--- src/rtl/shreg_ctrl_pkg.sv ---
// Shared definitions for the shift-register transfer arbiter.
package shreg_ctrl_pkg;

  // Controller states: wait for a request, stream the word, optional idle gap.
  typedef enum logic [1:0] {
    ST_IDLE  = 2'd0,
    ST_SHIFT = 2'd1,
    ST_GAP   = 2'd2
  } state_t;

  // Owner / pointer codes for the two requesters.
  localparam logic OWN_A = 1'b0;
  localparam logic OWN_B = 1'b1;

endpackage

--- src/rtl/shreg_xfer_arbiter_rr_arb2.sv ---
// Two-way round-robin arbiter: combinational pick, registered fairness pointer.
module rr_arb2 (
  input  logic       clk,
  input  logic       clr,
  input  logic [1:0] req,
  input  logic       adv,
  output logic [1:0] win
);
  import shreg_ctrl_pkg::*;

  logic ptr;
  logic ptr_next;

  // Lone requester always wins; on a tie the pointer decides.
  always_comb begin
    win = 2'b00;
    unique case (req)
      2'b01:   win = 2'b01;
      2'b10:   win = 2'b10;
      2'b11:   win = (ptr == OWN_B) ? 2'b10 : 2'b01;
      default: win = 2'b00;
    endcase
    // After a grant the pointer favours the requester that just lost.
    ptr_next = adv ? win[0] : ptr;
  end

  // Fairness pointer; starts favouring A.
  always_ff @(posedge clk or negedge clr) begin
    if (!clr) ptr <= OWN_A;
    else      ptr <= ptr_next;
  end

endmodule

--- src/rtl/shreg_xfer_arbiter.sv ---
// Arbitrates two requesters onto one serial-in shift register and streams
// the winning word LSB first, counting completed transfers.
module shreg_xfer_arbiter #(
  parameter int WIDTH = 4,
  parameter int GAP   = 1,
  parameter int CNTW  = 4
) (
  input  logic             clk,
  input  logic             clr,
  input  logic             req_a,
  input  logic [WIDTH-1:0] data_a,
  input  logic             req_b,
  input  logic [WIDTH-1:0] data_b,
  output logic             gnt_a,
  output logic             gnt_b,
  output logic             shr,
  output logic             shr_in,
  output logic             busy,
  output logic             owner,
  output logic             done,
  output logic [CNTW-1:0]  xfer_cnt
);
  import shreg_ctrl_pkg::*;

  localparam int BW = (WIDTH > 1) ? $clog2(WIDTH) : 1;
  localparam int GW = (GAP > 1) ? $clog2(GAP) : 1;
  localparam logic [BW-1:0] BIT_LAST = BW'(WIDTH - 1);
  localparam logic [GW-1:0] GAP_LAST = GW'((GAP > 0) ? GAP - 1 : 0);

  state_t           state, state_n;
  logic [WIDTH-1:0] shadow, shadow_n;
  logic [BW-1:0]    bit_cnt, bit_cnt_n;
  logic [GW-1:0]    gap_cnt, gap_cnt_n;
  logic             gnt_a_n, gnt_b_n, shr_n, shr_in_n, busy_n, owner_n, done_n;
  logic [CNTW-1:0]  xfer_cnt_n;
  logic [1:0]       win;
  logic             adv, arb_ok;
  logic [WIDTH-1:0] word;

  rr_arb2 u_arb (
    .clk (clk),
    .clr (clr),
    .req ({req_b, req_a}),
    .adv (adv),
    .win (win)
  );

  // Next-state and next-output logic; a grant may coincide with the end of a
  // transfer when there is no gap, so arbitration is applied last.
  always_comb begin
    // NOTE: every signal gets a default first so no path leaves it unassigned (no latches).
    state_n    = state;
    shadow_n   = shadow;
    bit_cnt_n  = bit_cnt;
    gap_cnt_n  = gap_cnt;
    gnt_a_n    = 1'b0;
    gnt_b_n    = 1'b0;
    done_n     = 1'b0;
    shr_n      = shr;
    shr_in_n   = shr_in;
    busy_n     = busy;
    owner_n    = owner;
    xfer_cnt_n = xfer_cnt;
    arb_ok     = 1'b0;
    adv        = 1'b0;
    word       = win[1] ? data_b : data_a;

    unique case (state)
      ST_IDLE: arb_ok = 1'b1;
      ST_SHIFT: begin
        if (bit_cnt == BIT_LAST) begin
          shr_n      = 1'b0;
          shr_in_n   = 1'b0;
          busy_n     = 1'b0;
          done_n     = 1'b1;
          xfer_cnt_n = xfer_cnt + CNTW'(1);
          if (GAP == 0) begin
            state_n = ST_IDLE;
            arb_ok  = 1'b1;
          end else begin
            state_n   = ST_GAP;
            gap_cnt_n = '0;
          end
        end else begin
          bit_cnt_n = bit_cnt + BW'(1);
          shr_in_n  = shadow[bit_cnt + BW'(1)];
        end
      end
      ST_GAP: begin
        if (gap_cnt == GAP_LAST) begin
          state_n = ST_IDLE;
          arb_ok  = 1'b1;
        end else begin
          gap_cnt_n = gap_cnt + GW'(1);
        end
      end
      default: state_n = ST_IDLE;
    endcase

    if (arb_ok && (req_a || req_b)) begin
      adv       = 1'b1;
      shadow_n  = word;
      gnt_a_n   = win[0];
      gnt_b_n   = win[1];
      owner_n   = win[1] ? OWN_B : OWN_A;
      busy_n    = 1'b1;
      shr_n     = 1'b1;
      shr_in_n  = word[0];
      bit_cnt_n = '0;
      state_n   = ST_SHIFT;
    end
  end

  // State, datapath and registered outputs; clr abandons any transfer.
  always_ff @(posedge clk or negedge clr) begin
    if (!clr) begin
      state    <= ST_IDLE;
      shadow   <= '0;
      bit_cnt  <= '0;
      gap_cnt  <= '0;
      gnt_a    <= 1'b0;
      gnt_b    <= 1'b0;
      shr      <= 1'b0;
      shr_in   <= 1'b0;
      busy     <= 1'b0;
      owner    <= OWN_A;
      done     <= 1'b0;
      xfer_cnt <= '0;
    end else begin
      // NOTE: non-blocking assignments so every register samples pre-edge values.
      state    <= state_n;
      shadow   <= shadow_n;
      bit_cnt  <= bit_cnt_n;
      gap_cnt  <= gap_cnt_n;
      gnt_a    <= gnt_a_n;
      gnt_b    <= gnt_b_n;
      shr      <= shr_n;
      shr_in   <= shr_in_n;
      busy     <= busy_n;
      owner    <= owner_n;
      done     <= done_n;
      xfer_cnt <= xfer_cnt_n;
    end
  end

endmodule
--- config.mk ---
export PLATFORM = sky130hd
export DESIGN_NAME = shreg_xfer_arbiter
export DESIGN_NICKNAME = d
export VERILOG_FILES = /design/src/rtl/shreg_ctrl_pkg.sv /design/src/rtl/shreg_xfer_arbiter_rr_arb2.sv /design/src/rtl/shreg_xfer_arbiter.sv
export SDC_FILE = /design/constraint.sdc
export NUM_CORES = 1
export LEC_CHECK = 0
export CORE_MARGIN = 2
export CORE_UTILIZATION = 42
export DETAILED_ROUTE_END_ITERATION = 8
export PLACE_DENSITY = 0.77
export SETUP_SLACK_MARGIN = 0.1
export SLEW_MARGIN = 15
export SYNTH_ARGS = -nofsm -noshare
export SYNTH_HDL_FRONTEND = slang
export SYNTH_SLANG_ARGS = --single-unit
export TNS_END_PERCENT = 100
--- constraint.sdc ---
create_clock -name clk -period 1.3 [get_ports clk]
set_input_delay 0.26 -clock clk [delete_from_list [all_inputs] [get_ports clk]]
set_output_delay 0.26 -clock clk [all_outputs]
set_load 0.05 [all_outputs]
Word level (Yosys, flattened, before mapping)
Cells that the tools add are included.
- register bits: 20
- output and inout bits: 11
- logic and storage cells: 66
- add/sub/neg operators: 3
- order comparisons: 1
- equal/unequal tests: 11
- mux-type cells: 28
- reduce and logical (&&, ||, !) cells: 11
- operators by type and width (operator ; count):
    $mux W1 ; 15
    $mux W2 ; 7
    $pmux W2 S3 ; 2
    $eq A2 B2 Y1 const B ; 4
    $reduce_and A2 Y1 ; 4
    $ne A3 B3 Y1 const B ; 2
    $reduce_bool A2 Y1 ; 3
    $add A4 B1 Y4 const B ; 1
    $eq A2 B1 Y1 const B ; 2
    $mux W4 ; 1
    $ne A2 B2 Y1 const B ; 2
    $pmux W1 S2 ; 2
    $lt A2 B3 Y1 const B ; 1
    $reduce_and A3 Y1 ; 1
    $add A2 B1 Y2 const B ; 1
    $bmux W1 S2 ; 1
    $logic_not A2 Y1 ; 1
    $ne A2 B1 Y1 const B ; 1
    $add A1 B1 Y1 const B ; 1
    $logic_and A1 B1 Y1 ; 1
    $logic_or A1 B1 Y1 ; 1

Longest topological paths before layout
Gate-level depths: netlist of run 1.
- depth after elaboration: 6
- mapped depth: 5
- mapped depth without buffers: 4

Modules after synthesis
From an unflattened synthesis of run 1, not the netlist that was laid out.
- cell total of the unflattened synthesis: 69
- area, all modules: 854.6 µm²
- modules (own cells, without submodules) (module ; instances ; cells an instance ; area each (µm²)):
    shreg_xfer_arbiter ; 1 ; 64 ; 792.0
    rr_arb2 ; 1 ; 5 ; 62.6

Worst setup path after synthesis of run 1
OpenSTA, ideal clock, no wires.
- path kind: reg-to-reg
- start point: register xfer_cnt[0]
- end point: register xfer_cnt[1]
- setup time: 125 ps
- arrival: 1211 ps
- setup slack: -35 ps
- stages on the path, launching flop included: 3
- buffers on the path: 0
- period minus slack after synthesis: 1335 ps
- cell sequence: dfrtp_1 > ha_1 > mux2_2
- cells in the longest elaborated chain, start to end: 1
- ends and longest elaborated chain (element ; line ; source):
    from (decl) ; shreg_xfer_arbiter.sv:21 ; output logic [CNTW-1:0] xfer_cnt
    from (signal assigned) ; shreg_xfer_arbiter.sv:142 ; xfer_cnt <= xfer_cnt_n;
    $add A4 B1 Y4 ; shreg_xfer_arbiter.sv:76 ; xfer_cnt_n = xfer_cnt + CNTW'(1);
No other way between the ends.
A chain may end at the register's enable or synchronous reset.

Worst setup path in the final report of run 1
- start point: register bit_cnt[0]
- end point: register shr_in
- cells in the longest elaborated chain, start to end: 6
- ends and longest elaborated chain (element ; line ; source):
    from (decl) ; shreg_xfer_arbiter.sv:32 ; logic [BW-1:0] bit_cnt, bit_cnt_n;
    from (signal assigned) ; shreg_xfer_arbiter.sv:133 ; bit_cnt <= bit_cnt_n;
    $add A2 B1 Y2 ; shreg_xfer_arbiter.sv:86 ; shr_in_n = shadow[bit_cnt + BW'(1)];
    $bmux W1 S2 ; shreg_xfer_arbiter.sv:86 ;
    $mux W1 (implied by the code) ; shreg_xfer_arbiter.sv:86 ;
    $mux W1 * ; shreg_xfer_arbiter.sv:71 ; if (bit_cnt == BIT_LAST) begin
    $mux W1 * ; shreg_xfer_arbiter.sv:68 ; unique case (state)
    $mux W1 * ; shreg_xfer_arbiter.sv:100 ; if (arb_ok && (req_a || req_b)) begin
    to (signal assigned) ; shreg_xfer_arbiter.sv:138 ; shr_in <= shr_in_n;
    to (decl) ; shreg_xfer_arbiter.sv:17 ; output logic shr_in,
Mark *: on every way between the ends. The rest lies on a longest branch, timed or not. The select of a mux whose other input is x is not followed.

==> results.sh, run 1 <==
export IMPL_route_detailed_wl_per_inst_um=13.5
export IMPL_start_kind="flip-flop"
export IMPL_syn_nets=88
export IMPL_areaGrowthSynthToFinish_pct=61.2
export IMPL_violations="setup timing"
export IMPL_skew_ns=0.00500
export IMPL_ir_drop_v=0.00148
export IMPL_status="complete, but fails checks"
export IMPL_slowest_stage="dfrtp_2"
export IMPL_critPathRequiredTime_ns=1.46
export IMPL_vias=689
export IMPL_hpwl_um=1370
export IMPL_crit_chain="ha_4 > mux4_2 > nand3b_1 > a41oi_2"
export IMPL_num_nets_final=124
export IMPL_clockRootBuffer="clkbuf_4"
export IMPL_hold_path_class="primary input to asynchronous set/reset pin"
export IMPL_reg2reg_depth=4
export IMPL_synth_distinct_cells=31
export IMPL_netlist_area_sq_um=868
export IMPL_netlist_instances=74
export IMPL_synth_avg_cell_area_sq_um=11.7
export IMPL_gp_congestion=0.805
export IMPL_p_leak_uw=0.000644
export IMPL_rsz0062_at_grt="yes"
export IMPL_crit_cells=4
export IMPL_crit_buf_inv=0
export IMPL_grt_pass1_vias=726
export IMPL_setup_viol=2
export IMPL_fmax_mhz=722
export IMPL_synth_warnings=0
export IMPL_die_w_um=49.5
export IMPL_synth_edf_count=0
export IMPL_fin_area_sq_mm=0.00140
export IMPL_finalHoldViolCount=0
export IMPL_grtUsageTotal=0.176
export IMPL_layout_drive_gt1_share=0.450
export IMPL_crit_start="bit_cnt[0]"
export IMPL_worstSetupPathType="flip-flop to flip-flop"
export IMPL_layout_common_cells="dfrtp_1, buf_12, buf_4"
export IMPL_grt_start_max_net_pins=20
export IMPL_maxCapViolCount=0
export IMPL_antenna_found_initial=0
export IMPL_ys_flop_type="dfrtp_1"
export IMPL_cts_tree="done"
export IMPL_finalMaxSlewViolations=0
export IMPL_rrSetupSlack_ns=-0.08
export IMPL_rows=16
export IMPL_rr_endpoint="shr_in"
export IMPL_clk_pin_slew_worst_paths_ns=0.11
export IMPL_r2r_start="bit_cnt[0]"
export IMPL_initial_core_util=0.443
export IMPL_ys_seq_elements=19
export IMPL_slew_headroom=0.824
export IMPL_h_tree_depth=1
export IMPL_worstSkewPairLatency_ns=0.29
export IMPL_dieArea_sq_mm=0.00245
export IMPL_fin_crit_ns=1.38
export IMPL_placed_cell_area_sq_mm=0.00129
export IMPL_grt_pass1_wl_um=3280
export IMPL_drc=0
export IMPL_diodes=0
export IMPL_crit_family="flip-flops"
export IMPL_core_sq_mm=0.00196
export IMPL_die_h_um=49.5
export IMPL_drt_wl_total_um=1840
export IMPL_min_period_over_period=1.07
export IMPL_yosysSeqAreaShare=0.548
export IMPL_worst_pin_slew_ns=0.264
export IMPL_io_buffers=22
export IMPL_cts_buffers=3
export IMPL_synthArstFlopShare=1.00
export IMPL_layoutNonFillerInstCount=136
export IMPL_worst_setup_path_end_kind="flip-flop"
export IMPL_cts_max_path_buffers=2
export IMPL_worst_slack_ns=-0.0846
export IMPL_whs_ns=0.288
export IMPL_crit_fanout=3
export IMPL_drt_pass1_iterations=2
export IMPL_slowest_delay_ns=0.46
export IMPL_viasPerCell=5.07
export IMPL_antenna_left=0
export IMPL_final_util=0.714
export IMPL_hold_buffers=0
export IMPL_power_density_mw_per_mm2=2610
export IMPL_placedCellCount=129
export IMPL_final_common_cell="dfrtp_1"
export IMPL_first_iter_violations=4
export IMPL_cts_sinks=19
export IMPL_grt_overflow=0
export IMPL_crit_path_end="shr_in"
export IMPL_ios=23
export IMPL_cp_data_arrival_time_ns=1.55
[Yosys cell counts (2+ instances only)]
cell type | instances | share of area
xnor2_1 | 2 | 0.020
buf_4 | 2 | 0.017
nand3_1 | 4 | 0.023
mux2_2 | 2 | 0.026
dfrtp_1 | 19 | 0.55
nand2_1 | 5 | 0.022
a21oi_1 | 2 | 0.012
nor2_1 | 5 | 0.022
o21ai_0 | 5 | 0.029
ha_1 | 2 | 0.029
and3b_1 | 2 | 0.020
inv_1 | 3 | 0.013
a31oi_1 | 3 | 0.022
[timing repair]
action                     4_1_cts  5_1_grt
setup buffers                    0        3
setup endpoints to repair        9       19
pin swaps                        2        3
gates resized for setup         10       10
cloned                           0        0
[how the worst min path moves through the flow]
stage / start / end / slack, ns
5_1_grt: clr / xfer_cnt[3] / 0.30
4_1_cts: clr / xfer_cnt[3] / 0.29
6_report: clr / xfer_cnt[3] / 0.29
2_1_floorplan: clr / bit_cnt[0] / -0.04
3_5_place_dp: u_arb.ptr / u_arb.ptr / 0.48
3_3_place_gp: u_arb.ptr / u_arb.ptr / 0.48
[routing by layer]
| layer | up-vias | GRT usage | share of wire |
|---|---|---|---|
| li1 | 331 | - | - |
| met1 | 332 | 0.217 | 0.44 |
| met2 | 24 | 0.315 | 0.50 |
| met3 | 2 | 0.0364 | 0.048 |
| met4 | 0 | 0.0417 | 0.0044 |
| met5 | - | 0 | 0 |
[layout make-up]
| cell class | instances | area (sq um) |
|---|---|---|
| clock buffer | 3 | 22.5 |
| clock inverter | 1 | 5.00 |
| fill | 152 | 562 |
| inverter | 3 | 11.3 |
| multi-input combinational | 48 | 405 |
| sequential | 19 | 482 |
| tap | 27 | 33.8 |
| timing repair buffer | 35 | 440 |
[worst register-to-register path: cells and delay by family (launching register included)]
family                     cells  cell delay, ns
DFF                            1            0.46
adders and majority gates      1            0.28
muxes                          1            0.28
and+or+nand+nor                1            0.13
AOI/OAI and AO/OA              1            0.12
[cell families after synthesis]
logic type      synth area share
compound gates             0.128
xor+xnor                  0.0303
fa+ha+maj                 0.0288
buf+inv                   0.0490
flops                      0.548
mux                       0.0519
simple gates               0.164
[report_power, final]
part | total (uW) | switching (uW) | internal, uW | leakage [uW]
Clock | 296 | 182 | 114 | 0.0000177
Sequential | 1150 | 280 | 869 | 0.000225
Combinational | 2220 | 995 | 1220 | 0.000401
[flip-flops by register name, indices dropped and copies added (netlist names)]
signal,count
shadow,4
bit_cnt,2
xfer_cnt,4
done,1
busy,1
u_arb.ptr,1
shr_in,1
gnt_b,1
state,2
gnt_a,1
owner,1
[metrics by stage]
| step | setup slack, ns | TNS [ns] | power, uW |
|---|---|---|---|
| detailed placement | -0.261 | -1.77 | 3150 |
| finish | -0.0846 | -0.103 | 3660 |
| CTS | -0.112 | -0.133 | 3530 |
| global route | -0.143 | -0.304 | 3900 |
| global placement | -0.235 | -1.34 | 3060 |
| floorplan | 0.00148 | 0 | 2210 |
(Power assumes the default switching activity.)
==> run 2: changes to the inputs <==
- CORE_MARGIN: 2 -> 4
- CORE_UTILIZATION: 42 -> 44
- CTS_BUF_LIST: unset -> sky130_fd_sc_hd__clkbuf_4
- PLACE_DENSITY: 0.77 -> 0.8
- clock period: 1.3 -> 1.15 ns (I/O delays scaled with it)
==> results.sh, run 2 (same netlist as run 1, synthesis figures left out) <==
export IMPL_status="complete, but fails checks"
export IMPL_violations="setup timing"
export IMPL_h_tree_depth=1
export IMPL_slew_headroom=0.810
export IMPL_io_buffers=22
export IMPL_layout_common_cells="buf_4, dfrtp_1, buf_12"
export IMPL_cts_sinks=19
export IMPL_crit_family="flip-flops"
export IMPL_slowest_stage="dfrtp_2"
export IMPL_crit_cells=4
export IMPL_crit_path_end="shr_in"
export IMPL_gp_congestion=0.747
export IMPL_p_leak_uw=0.000723
export IMPL_route_detailed_wl_per_inst_um=15.3
export IMPL_finalSetupTns_ns=-1.09
export IMPL_finalHoldViolCount=0
export IMPL_setup_viol=13
export IMPL_critPathRequiredTime_ns=1.32
export IMPL_crit_buf_inv=0
export IMPL_maxCapViolCount=0
export IMPL_areaGrowthSynthToFinish_pct=80.3
export IMPL_ios=23
export IMPL_clockRootBuffer="clkbuf_4"
export IMPL_rr_endpoint="shr_in"
export IMPL_skew_ns=0.00264
export IMPL_power_share_switching=0.390
export IMPL_first_iter_violations=6
export IMPL_die_h_um=52.4
export IMPL_drt_wl_total_um=2280
export IMPL_cts_buffers=3
export IMPL_cts_max_path_buffers=2
export IMPL_grt_overflow=0
export IMPL_final_common_cell="buf_4"
export IMPL_worst_setup_path_end_kind="flip-flop"
export IMPL_grt_pass1_wl_um=3670
export IMPL_r2r_start="bit_cnt[0]"
export IMPL_worst_pin_slew_ns=0.283
export IMPL_clk_pin_slew_worst_paths_ns=0.11
export IMPL_crit_start="bit_cnt[0]"
export IMPL_hold_path_class="primary input to asynchronous set/reset pin"
export IMPL_power_density_mw_per_mm2=3040
export IMPL_pwr_share_comb=0.661
export IMPL_drc=0
export IMPL_grt_pass1_vias=801
export IMPL_dieArea_sq_mm=0.00275
export IMPL_viasPerCell=5.13
export IMPL_initial_core_util=0.482
export IMPL_fin_area_sq_mm=0.00157
export IMPL_crit_chain="ha_4 > mux4_2 > nand3b_1 > a41oi_2"
export IMPL_hpwl_um=1530
export IMPL_worstSkewPairLatency_ns=0.30
export IMPL_slowest_delay_ns=0.46
export IMPL_grt_start_max_net_pins=20
export IMPL_layout_drive_gt1_share=0.565
export IMPL_p_int_uw=2900
export IMPL_start_kind="flip-flop"
export IMPL_ir_drop_v=0.00179
export IMPL_finalMaxSlewViolations=0
export IMPL_antenna_found_initial=0
export IMPL_antenna_left=0
export IMPL_cts_tree="done"
export IMPL_switchingPower_uw=1860
export IMPL_core_sq_mm=0.00180
export IMPL_rsz0062_at_grt="yes"
export IMPL_p_clk_frac=0.072
export IMPL_reg2reg_depth=4
export IMPL_grtUsageTotal=0.184
export IMPL_rows=15
export IMPL_placed_cell_area_sq_mm=0.00132
export IMPL_min_period_over_period=1.20
export IMPL_seqPwrFrac=0.266
export IMPL_crit_fanout=3
export IMPL_fmax_mhz=723
export IMPL_fin_crit_ns=1.38
export IMPL_num_nets_final=139
export IMPL_drt_pass1_iterations=4
export IMPL_die_w_um=52.4
export IMPL_worstSetupPathType="flip-flop to flip-flop"
export IMPL_diodes=0
export IMPL_rrSetupSlack_ns=-0.23
export IMPL_top_regs="shadow x4, xfer_cnt x4"
export IMPL_worst_slack_ns=-0.234
export IMPL_cp_data_arrival_time_ns=1.55
export IMPL_vias=764
==> run 2: changes by cell type in the layout (fill, tap and decap cells not counted), moves of 2 or more <==
cell and delta:
buf_4 +9, buf_6 +6, nand2_1 -2, nand2_2 +2, nor2_1 -2
==> run 2: power groups by stage <==
stage,Combinational (uW),Sequential (uW),Clock (uW)
6_report,3150,1270,343
5_1_grt,3310,1300,384
4_1_cts,2880,1250,354
3_5_place_dp,2400,1270,0
3_3_place_gp,2320,1250,0
2_1_floorplan,842,1660,0
==> run 2: worst min path at each step <==
stage,start,to,slack [ns]
final,clr,gnt_b,0.24
after global routing,clr,gnt_b,0.26
after CTS,clr,gnt_b,0.25
after detailed placement,u_arb.ptr,u_arb.ptr,0.49
after global placement,u_arb.ptr,u_arb.ptr,0.48
after floorplan,clr,bit_cnt[0],-0.07
==> run 2: metrics by stage <==
stage	instances	hold WS, ns	power (uW)	setup WS (ns)	utilization
global route	149	0.256	5000	-0.276	0.869
global placement	131	0.476	3570	-0.354	0.734
detailed placement	131	0.489	3670	-0.449	0.734
floorplan	74	-0.0656	2510	-0.149	-
CTS	146	0.246	4490	-0.222	0.829
finish	149	0.243	4760	-0.234	0.869
==> run 2: per-layer routing <==
metal	track usage	routed length [um]
met5	0	0
met3	0.0427	117
met1	0.199	896
met4	0.0681	61
met2	0.341	1210
==> run 2: layout make-up <==
type | count | area [sq um]
tap | 25 | 31.3
clock buffer | 3 | 22.5
multi-input combinational | 48 | 442
clock inverter | 1 | 5.00
inverter | 3 | 11.3
fill | 86 | 236
sequential | 19 | 482
timing repair buffer | 50 | 572
==> run 2: worst reg2reg max path: cells and delay by family, from the launching register on <==
| kind | cells | cell delay (ns) |
|---|---|---|
| compound gates | 1 | 0.13 |
| fa+ha+maj | 1 | 0.28 |
| flops | 1 | 0.46 |
| mux | 1 | 0.28 |
| simple gates | 1 | 0.11 |
==> run 2: timing repair <==
item	CTS	global route
gates resized for setup	23	11
pin swaps	9	6
setup buffers	11	3
endpoints found under the hold margin	0	0
endpoints found under the setup margin	26	28
hold buffers	0	0
==> RTL change 1: new RTL, config.mk and constraints of run 2 <==
Register the output `xfer_cnt` once more, cleared by the reset; this adds one clock of latency there. The other outputs are not delayed to match.
--- a/src/rtl/shreg_xfer_arbiter.sv
+++ b/src/rtl/shreg_xfer_arbiter.sv
@@ -28,2 +28,4 @@
   localparam logic [GW-1:0] GAP_LAST = GW'((GAP > 0) ? GAP - 1 : 0);
+
+  logic [CNTW-1:0] xfer_cnt_s0;
 
@@ -62,3 +64,3 @@
     owner_n    = owner;
-    xfer_cnt_n = xfer_cnt;
+    xfer_cnt_n = xfer_cnt_s0;
     arb_ok     = 1'b0;
@@ -75,3 +77,3 @@
           done_n     = 1'b1;
-          xfer_cnt_n = xfer_cnt + CNTW'(1);
+          xfer_cnt_n = xfer_cnt_s0 + CNTW'(1);
           if (GAP == 0) begin
@@ -127,3 +129,3 @@
       done     <= 1'b0;
-      xfer_cnt <= '0;
+      xfer_cnt_s0 <= '0;
     end else begin
@@ -141,3 +143,11 @@
       done     <= done_n;
-      xfer_cnt <= xfer_cnt_n;
+      xfer_cnt_s0 <= xfer_cnt_n;
+    end
+  end
+
+  always_ff @(posedge clk or negedge clr) begin
+    if (!clr) begin
+      xfer_cnt <= '0;
+    end else begin
+      xfer_cnt <= xfer_cnt_s0;
     end
Check against the original RTL: not equivalent (a bounded check fails within 10 cycles, from zero or initial values).
==> RTL change 1 against run 2 <==
  * Design area is 2.0% higher
  * Worst setup slack improved by 44 ps
  * Combinational power shrank 13%
  * Utilization shrank 7.9 points
  * Critical endpoint unchanged
  * Critical path depth did not move
  * Area after synthesis increased by 12%
  * Fmax up 3.3%
  * The flow still finishes with violations (negative setup slack)
  * Highest routed layer unchanged
  * Clock power up 7.6%
  * Total power fell by 2.2%
  * Sequential cell count up 4
  * Routed wire length fell by 1.5%
  * Largest cell class is now registers
  * Count of clock-buffer cells in the layout did not move
==> RTL change 1: results (changes against run 2) <==
Status: finished, violations left (unchanged). Violations in the final reports: negative setup slack (unchanged). The slowest cell on the critical path is sky130_fd_sc_hd__dfrtp_2 (unchanged). The final worst clock skew is 3.56 ps (was 2.64 ps). The setup violation total in the final timing report is 11 (was 13). The met3 routing resource usage after global routing came out at 0.0295 (was 0.0427). The smallest setup slack after layout is -190 ps (was -234 ps). The actual slew at the worst max-slew pin came out at 332 ps (was 283 ps).

The global-route wire length before repair came out at 3590 um (was 3670 um). The met2 global-route usage came out at 0.331 (was 0.341). The met1 usage is 0.180 (was 0.199). The setup fix buffers added after clock tree synthesis is 4 (was 11). The setup total negative slack is -959 ps (was -1090 ps).

The number of input and output port buffers inserted came out at 22 (unchanged). The number of resized instances in the post-cts repair step is 22 (was 23). Top post-synthesis cells by count: sky130_fd_sc_hd__dfrtp_1 (23), sky130_fd_sc_hd__nand2_1 (5), sky130_fd_sc_hd__nor2_1 (5), sky130_fd_sc_hd__o21ai_0 (5), sky130_fd_sc_hd__nand3_1 (4) (was sky130_fd_sc_hd__dfrtp_1 (19), sky130_fd_sc_hd__nand2_1 (5), sky130_fd_sc_hd__nor2_1 (5), sky130_fd_sc_hd__o21ai_0 (5), sky130_fd_sc_hd__nand3_1 (4)). The weighted congestion reported at the end of routability-driven placement is 0.794 (was 0.747).

The HPWL after detailed placement is 1610 um (was 1530 um). The number of nets in the finished design came out at 134 (was 139). The number of global-route vias before repair came out at 799 (was 801).

The number of DRC markers in iteration 0 came out at 9 (was 6). The pin count of the biggest net entering global routing came out at 24 (was 20). The number of placed instances with taps included came out at 136 (was 131). The worst IR drop on VDD was 1690 uV (was 1790 uV). The proportion of layout cells with a drive suffix above 1 is 0.504 (was 0.565).

The final cell count without fillers was 146 (was 149). The data arrival at the endpoint of the critical path is 1530 ps (was 1550 ps). The sequential fraction of the synthesis area came to 0.592 (was 0.548).

The static leakage is 0.729 nW (was 0.723 nW). The placed standard-cell area came out at 1430 um2 (was 1320 um2). The number of filler cells placed in the layout came out at 124 (was 86). The final routed wirelength across all metal layers is 2250 um (was 2280 um). The cell internal power dissipation is 2.85 mW (was 2.90 mW). The latest clock arrival within the worst-skew pair came out at around 310 ps.
[RTL change 1: cells by family after synthesis]
kind of cell / synth area share
AOI/OAI and AO/OA: 0.115
xor gates and xnor gates: 0.0270
adders and majority gates: 0.0257
buffers and inverters: 0.0476
DFF: 0.592
muxes: 0.0463
and+or+nand+nor: 0.147
[RTL change 1: layer usage]
layer,vias to the layer above,share of wire,wire (um)
met5,-,0,0
met4,0,0.020,46
met3,5,0.055,124
met2,26,0.54,1220
met1,365,0.38,853
li1,355,-,-
[RTL change 1: final timing paths]
check                                from           to  slack [ps]  cells after the start
hold reg to reg            xfer_cnt_s0[3]  xfer_cnt[3]         430                      0
setup / recovery               bit_cnt[0]       shr_in        -190                      4
min in group clk           xfer_cnt_s0[3]  xfer_cnt[3]         430                      0
hold / removal                        clr         busy         280                      2
max in group asynchronous             clr   bit_cnt[0]         720                      2
setup reg to reg               bit_cnt[0]       shr_in        -190                      4
[RTL change 1: power groups by stage]
stage	clock, mW	combinational, mW	sequential [mW]
after CTS	0.378	2.61	1.53
final	0.369	2.74	1.55
after detailed placement	0	2.32	1.51
after floorplan	0	0.845	1.86
after global routing	0.405	2.89	1.60
after global placement	0	2.24	1.49
[RTL change 1: final cells by class]
type | count | share of cell area
multi-input combinational | 48 | 0.270
inverter | 3 | 0.00705
clock inverter | 1 | 0.00313
tap | 27 | 0.0212
sequential | 23 | 0.363
timing repair buffer | 41 | 0.321
clock buffer | 3 | 0.0141
[RTL change 1: through the flow]
step                 util  worst slack, ps  total power [mW]
floorplan               -             -122              2.71
finish              0.790             -190              4.65
global route        0.790             -239              4.89
CTS                 0.765             -213              4.51
detailed placement  0.706             -440              3.83
global placement    0.706             -384              3.73
==> RTL change 2: new RTL, settings of run 2 <==
Made on the original files. The parameter `WIDTH` goes from 4 to 16.
--- a/src/rtl/shreg_xfer_arbiter.sv
+++ b/src/rtl/shreg_xfer_arbiter.sv
@@ -3,3 +3,3 @@
 module shreg_xfer_arbiter #(
-  parameter int WIDTH = 4,
+  parameter int WIDTH = 16,
   parameter int GAP   = 1,
Interface: changed (resized data_a and data_b); port bits go from 23 to 47. The function was not compared with the original's and may differ.
==> RTL change 2 against run 2 <==
  * Worst setup slack worse by 500 ps
  * Routed wire length rose to 3.3 times the old value
  * Via count rose by 140%
  * Critical path depth is 1 higher
  * Sequential share of layout area fell by 4.5 points
  * Area after synthesis is 83% higher
  * The flow still finishes with violations (negative setup slack)
  * Count of clock-buffer cells in the layout is 4 higher
  * Design area up 100%
  * Fmax down 27%
  * Largest cell class unchanged
  * Combinational power is 89% higher
  * Sequential cell count up 14
  * Total power up 88%
==> RTL change 2: results (changes against run 2) <==
The biggest cell delay along the critical path is 480 ps (was 460 ps). Synth top area cells: sky130_fd_sc_hd__dfrtp_1 (52%), sky130_fd_sc_hd__mux2i_1 (9.5%), sky130_fd_sc_hd__o21ai_0 (6.6%) (was sky130_fd_sc_hd__dfrtp_1 (55%), sky130_fd_sc_hd__ha_1 (2.9%), sky130_fd_sc_hd__o21ai_0 (2.9%)). The number of buffers added by the clock tree synthesis step came out at 5 (was 3).

The number of DRC markers in iteration 0 is 142 (was 6). The met3 routing resource usage after global routing is 0.0870 (was 0.0427). The global-route wire length before repair is 9140 um (was 3670 um). The top fanout value on the critical path came to 5 (was 3). The average routed wire per standard cell is 24.7 um (was 15.3 um). The gate family responsible for the most delay along the worst path is compound AO/OA/AOI/OAI gates (was flip-flops). Status: finished, violations left (unchanged). The static leakage is 1.43 nW (was 0.723 nW). The count of TritonRoute iterations in the first routing pass came out at 7 (was 4). The final cell count without fillers is 302 (was 149). The number of filler cells placed in the layout is 118 (was 86). The data arrival at the endpoint of the critical path is 2170 ps (was 1550 ps). The via-per-instance ratio is 6.04 (was 5.13).

Top post-synthesis cells by count: sky130_fd_sc_hd__dfrtp_1 (33), sky130_fd_sc_hd__o21ai_0 (21), sky130_fd_sc_hd__nand2_1 (20) (was sky130_fd_sc_hd__dfrtp_1 (19), sky130_fd_sc_hd__nand2_1 (5), sky130_fd_sc_hd__nor2_1 (5), sky130_fd_sc_hd__o21ai_0 (5), sky130_fd_sc_hd__nand3_1 (4)). The setup fix buffers added after clock tree synthesis is 21 (was 11). The aggregate global-route resource usage is 0.281 (was 0.184). The met2 global-route usage was 0.507 (was 0.341).

The register clock-pin slew on the reported worst setup and hold paths came to 140 ps (was 110 ps). Violations in the final reports: negative setup slack (unchanged). The HPWL after detailed placement came to 3020 um (was 1530 um). The number of placed instances with taps included came out at 259 (was 131).

The actual slew at the worst max-slew pin is 331 ps (was 283 ps). The met1 usage came out at 0.287 (was 0.199). The setup violation total in the final timing report is 40 (was 13).

Regs by FF count: shadow x16, bit_cnt x4, xfer_cnt x4 (was shadow x4, xfer_cnt x4). The pre-CTS worst setup slack came to -739 ps (was -449 ps). The instance count of the mapped netlist came to 144 (was 74). The number of resized instances in the post-cts repair step is 48 (was 23). The smallest setup slack after layout came out at -737 ps (was -234 ps).

The number of enable flip-flop cells after synthesis came to 0 (unchanged). The clock tree buffer depth is 2 (unchanged). The proportion of layout cells with a drive suffix above 1 came out at 0.553 (was 0.565). The latest clock arrival within the worst-skew pair came out at 380 ps (was 300 ps). The setup total negative slack came to -6430 ps (was -1090 ps).

The number of nets produced by synthesis is 182 (was 88). The number of input and output port buffers inserted came out at 46 (was 22). The reported net switching power is 3.80 mW (was 1.86 mW). The pin count of the biggest net entering global routing came out at 34 (was 20). The level count of the clock H-tree came out at 2 (was 1). The number of nets in the finished design was 292 (was 139).

The final worst clock skew is 30.3 ps (was 2.64 ps).
## RTL change 2: cell count changes after synthesis, sizes merged, moves of 3 or more
cell    before  now
a31oi        3    0
clkbuf       0    4
dfrtp       19   33
mux2i        0   15
mux4         1    4
nand2        5   20
nand2b       1    4
o21ai        5   21
## RTL change 2: power groups by stage
stage / combinational [mW] / sequential (mW) / clock, mW
global route: 6.18 / 2.25 / 0.781
floorplan: 1.86 / 2.43 / 0
finish: 5.96 / 2.23 / 0.756
global placement: 3.60 / 2.12 / 0
CTS: 4.96 / 2.10 / 0.674
detailed placement: 3.79 / 2.15 / 0
## RTL change 2: path summary, 6_finish.rpt
path                                  from          to  slack (ps)  cells after the start
worst max-delay path            bit_cnt[0]      shr_in        -740                      5
worst min register to register   shadow[5]   shadow[5]         530                      2
worst min-delay path                   clr    state[1]         210                      2
max in group asynchronous              clr  bit_cnt[0]         720                      2
min in group clk                data_b[12]  shadow[12]         520                      3
worst max register to register  bit_cnt[0]      shr_in        -740                      5
## RTL change 2: metal layers
metal | part of all wire | up-vias
met4 | 0.073 | 0
met2 | 0.51 | 158
met5 | 0 | -
met1 | 0.33 | 879
li1 | - | 730
met3 | 0.096 | 57
## RTL change 2: cell families (layout without fill, tap and decap cells)
group	Yosys count	after routing	synth area share
fa+ha+maj	2	2	0.0158
simple gates	41	42	0.114
xor+xnor	5	5	0.0276
compound gates	33	33	0.124
flops	33	33	0.521
other cells	0	1	0
mux	20	20	0.166
buf+inv	10	120	0.0316
## RTL change 2: final cells by class
cell class              count  area, um2  share of cell area
diodes                      1       2.50            0.000791
clock buffers               7       52.6              0.0166
clock inverters             1       3.75             0.00119
inverters                   3       11.3             0.00356
multi-input cells         102        985               0.311
flip-flops and latches     33        831               0.262
well taps                  46       57.6              0.0182
repair buffers            109       1220               0.386
